**src/rtl/ioctl_pkg.sv**
```systemverilog
`default_nettype none
// ============================================================================
// ioctl_pkg : state encoding and shared constants for the ioctl stream player
// Rev 1.0
// ============================================================================
package ioctl_pkg;

  localparam int ADDR_W   = 25;
  localparam int TAIL_LEN = 2;

  typedef enum logic [2:0] {
    ST_IDLE  = 3'd0,
    ST_SETUP = 3'd1,
    ST_FETCH = 3'd2,
    ST_LATCH = 3'd3,
    ST_WRITE = 3'd4,
    ST_GAP   = 3'd5,
    ST_TAIL  = 3'd6
  } state_t;

endpackage
`default_nettype wire

```
**src/rtl/ioctl_player_gap_timer.sv**
```systemverilog
`default_nettype none
// ============================================================================
// gap_timer : loadable down-counter pacing the idle cycles between writes
// Rev 1.0
// ============================================================================
module gap_timer #(
  parameter int W = 4
) (
  input  logic         clk_sys,
  input  logic         reset,
  input  logic         load,
  input  logic [W-1:0] load_val,
  input  logic         count,
  output logic         expire
);

  logic [W-1:0] r_cnt;

  always_ff @(posedge clk_sys) begin
    if (reset) begin
      r_cnt <= '0;
    end else if (load) begin
      r_cnt <= load_val;
    end else if (count && (r_cnt != '0)) begin
      r_cnt <= r_cnt - W'(1);
    end
  end

  // Expire on the final counted cycle so the caller leaves GAP after exactly load_val cycles
  assign expire = (r_cnt <= W'(1));

endmodule
`default_nettype wire

```
**src/rtl/ioctl_player.sv**
```systemverilog
`default_nettype none
// ============================================================================
// ioctl_player : replays a source memory image onto the ioctl download bus
// Rev 1.0
// ============================================================================
module ioctl_player
  import ioctl_pkg::*;
#(
  parameter int GAP_W = 4
) (
  input  logic              clk_sys,
  input  logic              reset,
  input  logic              start,
  input  logic              abort,
  input  logic [7:0]        index_in,
  input  logic [24:0]       length,
  input  logic [GAP_W-1:0]  gap,
  output logic              src_rd,
  output logic [24:0]       src_addr,
  input  logic [7:0]        src_data,
  input  logic              ioctl_wait,
  output logic              ioctl_download,
  output logic [7:0]        ioctl_index,
  output logic              ioctl_wr,
  output logic [24:0]       ioctl_addr,
  output logic [7:0]        ioctl_dout,
  output logic              busy,
  output logic              done
);

  state_t            r_state, w_state_nxt;
  logic [ADDR_W-1:0] r_cnt, r_len, r_addr;
  logic [7:0]        r_index, r_dout;
  logic [GAP_W-1:0]  r_gap;
  logic [1:0]        r_tail;
  logic              r_download, r_done;
  logic              w_accept, w_abort, w_last, w_tail_end;
  logic              w_gap_load, w_gap_count, w_gap_expire;

  assign w_accept   = (r_state == ST_IDLE) && start && (length != '0);
  assign w_abort    = (r_state != ST_IDLE) && abort;
  assign w_last     = (r_addr == r_len - ADDR_W'(1));
  assign w_tail_end = (r_tail == 2'(TAIL_LEN - 1));

  gap_timer #(.W(GAP_W)) u_gap_timer (
    .clk_sys  (clk_sys),
    .reset    (reset),
    .load     (w_gap_load),
    .load_val (r_gap),
    .count    (w_gap_count),
    .expire   (w_gap_expire)
  );

  always_ff @(posedge clk_sys) begin
    if (reset) r_state <= ST_IDLE;
    else       r_state <= w_state_nxt;
  end

  always_comb begin
    w_state_nxt = r_state;
    w_gap_load  = 1'b0;
    w_gap_count = 1'b0;
    case (r_state)
      ST_IDLE:  if (w_accept) w_state_nxt = ST_SETUP;
      ST_SETUP: w_state_nxt = ST_FETCH;
      ST_FETCH: if (!ioctl_wait) w_state_nxt = ST_LATCH;
      ST_LATCH: w_state_nxt = ST_WRITE;
      ST_WRITE: begin
        if (w_last) begin
          w_state_nxt = ST_TAIL;
        end else if (r_gap == '0) begin
          w_state_nxt = ST_FETCH;
        end else begin
          w_state_nxt = ST_GAP;
          w_gap_load  = 1'b1;
        end
      end
      ST_GAP: begin
        w_gap_count = 1'b1;
        if (w_gap_expire) w_state_nxt = ST_FETCH;
      end
      ST_TAIL:  if (w_tail_end) w_state_nxt = ST_IDLE;
      default:  w_state_nxt = ST_IDLE;
    endcase
    if (w_abort) w_state_nxt = ST_IDLE;
  end

  always_ff @(posedge clk_sys) begin
    if (reset) begin
      r_cnt      <= '0;
      r_len      <= '0;
      r_addr     <= '0;
      r_index    <= '0;
      r_dout     <= '0;
      r_gap      <= '0;
      r_tail     <= '0;
      r_download <= 1'b0;
      r_done     <= 1'b0;
    end else begin
      r_done <= 1'b0;
      case (r_state)
        ST_IDLE: begin
          if (start) begin
            if (length == '0) begin
              r_done <= 1'b1;
            end else begin
              r_index    <= index_in;
              r_len      <= length;
              r_gap      <= gap;
              r_cnt      <= '0;
              r_download <= 1'b1;
            end
          end
        end
        ST_LATCH: begin
          r_dout <= src_data;
          r_addr <= r_cnt;
        end
        ST_WRITE: begin
          r_cnt  <= r_cnt + ADDR_W'(1);
          r_tail <= '0;
        end
        ST_TAIL: begin
          r_tail <= r_tail + 2'd1;
          if (w_tail_end) begin
            r_download <= 1'b0;
            r_done     <= !abort;
          end
        end
        default: ;
      endcase
      if (w_abort) r_download <= 1'b0;
    end
  end

  assign busy           = (r_state != ST_IDLE);
  assign src_rd         = (r_state == ST_FETCH) && !ioctl_wait;
  assign src_addr       = r_cnt;
  assign ioctl_wr       = (r_state == ST_WRITE);
  assign ioctl_download = r_download;
  assign ioctl_index    = r_index;
  assign ioctl_addr     = r_addr;
  assign ioctl_dout     = r_dout;
  assign done           = r_done;

endmodule
`default_nettype wire

```
**config.mk**
```make
export PLATFORM = sky130hd
export DESIGN_NAME = ioctl_player
export DESIGN_NICKNAME = d
export VERILOG_FILES = /design/src/rtl/ioctl_pkg.sv /design/src/rtl/ioctl_player_gap_timer.sv /design/src/rtl/ioctl_player.sv
export SDC_FILE = /design/constraint.sdc
export NUM_CORES = 1
export LEC_CHECK = 0
export ABC_AREA = 1
export ABC_CLOCK_PERIOD_IN_PS = 3800
export CAP_MARGIN = 20
export CELL_PAD_IN_SITES_DETAIL_PLACEMENT = 1
export CELL_PAD_IN_SITES_GLOBAL_PLACEMENT = 1
export CORE_MARGIN = 1
export CORE_UTILIZATION = 30
export CTS_CLUSTER_SIZE = 28
export DETAILED_ROUTE_END_ITERATION = 8
export GPL_TIMING_DRIVEN = 1
export PLACE_DENSITY_LB_ADDON = 0.1
export SLEW_MARGIN = 30
export SYNTH_ARGS = -nofsm -noshare
export SYNTH_HDL_FRONTEND = slang
export SYNTH_SLANG_ARGS = --single-unit
```
**constraint.sdc**
```tcl
create_clock -name clk_sys -period 3.8 [get_ports clk_sys]
set_input_delay 0.76 -clock clk_sys [delete_from_list [all_inputs] [get_ports clk_sys]]
set_output_delay 0.76 -clock clk_sys [all_outputs]
set_load 0.02 [all_outputs]
```
==> flow_metrics.env <==
export IMPL_path_buf_inv=3
export IMPL_power_leakage_nw=3.008
export IMPL_slew_violations=0
export IMPL_drt_first_pass_iters=4
export IMPL_seq_area_frac_synth_pct=37.45
export IMPL_clock_skew_ps=8.089
export IMPL_cts_root_to_sink_buffers=2
export IMPL_min_path_type="reg2reg"
export IMPL_die_w_um=139.4
export IMPL_num_rows=49
export IMPL_initial_core_util_pct=31.12
export IMPL_min_period_ps=2860
export IMPL_max_freq_mhz=349.7
export IMPL_netlist_area_um2=5667
export IMPL_clk_pin_slew_ps=80
export IMPL_ant_nets=0
export IMPL_cts_resized_gates=0
export IMPL_crit_path_cell_trace="clkdlybuf4s50_1, nor4_1, buf_4, nand4_1, or3_1, nand2_2, inv_1, nor2_1, a211oi_1"
export IMPL_cts_root_buf="clkbuf_16"
export IMPL_yosysUniqueCellTypes=35
export IMPL_synth_nets=887
export IMPL_yosys_area_top_type="dfxtp_1"
export IMPL_avgViaCountPerCell=4.902
export IMPL_irDropWorstVdd_mv=0.2350
export IMPL_antenna_found_initial=0
export IMPL_ys_ff_latch=106
export IMPL_port_buffers=120
export IMPL_criticalPathCategory="in2reg"
export IMPL_syn_area_per_cell_um2=6.811
export IMPL_cts_buffers=9
export IMPL_routabilityCongestion=0.8235
export IMPL_power_total_mw=4.144
export IMPL_fp_dieH_um=139.4
export IMPL_grt_usage_pct=20.46
export IMPL_critPathSlowestCell="clkdlybuf4s50_1"
export IMPL_cp_top_family="simple AND/OR/NAND/NOR gates"
export IMPL_setup_violations=0
export IMPL_io_pins=121
export IMPL_cap_violations=0
export IMPL_grt_pass1_wl_um=31130
export IMPL_critPathMaxStageDelay_ps=440
export IMPL_path_max_fanout=22
export IMPL_holdWs_ps=477.9
export IMPL_coreArea_um2=18210
export IMPL_finalWirelength_um=19290
export IMPL_vias=5770
export IMPL_die_area_um2=19440
export IMPL_synthCells=832
export IMPL_insertion_delay_ps=370
export IMPL_wire_per_inst_um=16.39
export IMPL_final_setup_tns_ps=0
export IMPL_htree_levels=3
export IMPL_grt_max_degree=57
export IMPL_endpoint_kind="flop"
export IMPL_first_global_vias=5722
export IMPL_hold_violations=0
export IMPL_rsz0062_at_grt="false"
export IMPL_slew_headroom_pct=39.59
export IMPL_tightest_slew_ps=905.1
export IMPL_cp_data_required_time_ps=4020
export IMPL_fin_nets=998
export IMPL_arrival_ps=3080
export IMPL_synth_area_leaders="dfxtp_1 37%, nand2_1 11%, nor2_1 10%"
export IMPL_drt_iter0_markers=224
export IMPL_status="completed"
export IMPL_antenna_cells=0
export IMPL_pwr_density_cell_nw_per_um2=556.0
export IMPL_gr_total_overflow=0
export IMPL_clock_sinks=106
export IMPL_synth_top_cell_area_share_pct=37.45
export IMPL_remaining_drc_errors=0
export IMPL_fin_crit_sh_pct=75.25
export IMPL_cts_tree="done"
export IMPL_nFillCells=2306
export IMPL_yosys_warnings=0
export IMPL_hold_buffers=0
export IMPL_drive_gt1_share_pct=7.595
export IMPL_crit_path_start_kind="input pin"
export IMPL_synthToLayoutAreaGrowth_pct=31.51
export IMPL_postCtsSetupBuffers=0
export IMPL_dp_hpwl_um=14710
[Yosys cell counts, drive strengths merged]
cell / number
nand3b: 10
ha: 5
nand3: 44
nor2: 166
a2bb2oi: 1
nor3: 14
buf: 7
clkbuf: 23
nand4: 18
a21oi: 62
nand2: 172
o21ai: 79
inv: 65
xnor2: 7
or3: 1
nor4: 9
or2: 12
nor3b: 2
a211oi: 1
a31oi: 1
o21bai: 1
xor2: 25
xnor3: 1
dfxtp: 106
[worst paths after layout]
check	cells after the start	start	endpoint	slack [ps]
setup reg to reg	17	r_len[0]	r_state[0]	1460
setup / recovery	9	length[12]	ioctl_download	940
hold reg to reg	2	r_gap[1]	r_gap[1]	480
hold / removal	2	r_gap[1]	r_gap[1]	480
[routing by layer]
layer	global-route usage [%]	wire [µm]	vias up
met5	0	0	-
li1	-	-	2931
met4	5.789	237	0
met3	2.409	483	14
met2	32.48	8664	75
met1	29.01	9908	2750
[state kept, by name, summed over array words and instances, names as in the netlist]
signal             flops
src_addr              25
ioctl_download         1
r_len                 25
r_tail                 2
done                   1
r_state                3
r_gap                  4
ioctl_dout             8
ioctl_index            8
u_gap_timer.r_cnt      4
ioctl_addr            25
[where the power goes]
| group | switching, mW | total (mW) | leakage, nW | internal, mW |
|---|---|---|---|---|
| sequential | 0.165 | 1.43 | 0.864 | 1.27 |
| clock | 0.478 | 1.06 | 0.157 | 0.585 |
| combinational | 1.04 | 1.65 | 1.99 | 0.602 |
[worst register-to-register path, delay by kind of cell (launching register included)]
kind            cells  cell delay [ps]
compound gates      2              160
fa+ha+maj           1              280
buf+inv             1              130
flops               1              330
simple gates       13             1310
[area by class of cell]
cell class | instances | area [µm²] | area share, %
clock buffers | 9 | 225.2 | 3.022
multi-input cells | 631 | 3187 | 42.76
inverters | 65 | 244.0 | 3.274
well taps | 229 | 286.5 | 3.845
clock inverters | 7 | 98.84 | 1.326
repair buffers | 130 | 1289 | 17.29
flip-flops and latches | 106 | 2122 | 28.48
[through the flow]
stage          utilization [%]  worst slack (ps)  instances  instance area [µm²]
4_1_cts                  40.93             885.6       1177                 7452
2_1_floorplan                -              1621        832                 5667
6_report                 40.93             940.3       1177                 7452
3_5_place_dp             39.15             513.1       1161                 7128
3_3_place_gp             39.15             622.3       1161                 7128
5_1_grt                  40.93             770.6       1177                 7452
[cell families after synthesis]
group                      count (synthesis)  share of synthesized area (%)
AOI/OAI and AO/OA                        145                          13.18
xor gates and xnor gates                  33                          5.343
adders and majority gates                  5                          1.104
buffers and inverters                     95                          6.447
DFF                                      106                          37.45
and+or+nand+nor                          448                          36.48
[layout by cell type (no fill, tap or decap), drive strengths merged, types with 2 or more instances in the layout]
cell type | netlist | layout
nor3b | 2 | 2
clkdlybuf4s50 | 0 | 120
inv | 65 | 68
ha | 5 | 5
clkbuf | 23 | 9
a21oi | 62 | 62
xor2 | 25 | 25
bufinv | 0 | 2
nand3 | 44 | 44
buf | 7 | 10
nand4 | 18 | 18
xnor2 | 7 | 7
or2 | 12 | 12
nor3 | 14 | 14
nand2 | 172 | 172
o21ai | 79 | 79
dfxtp | 106 | 106
nor2 | 166 | 166
nor4 | 9 | 9
nand3b | 10 | 10
(Power assumes the default switching activity.)
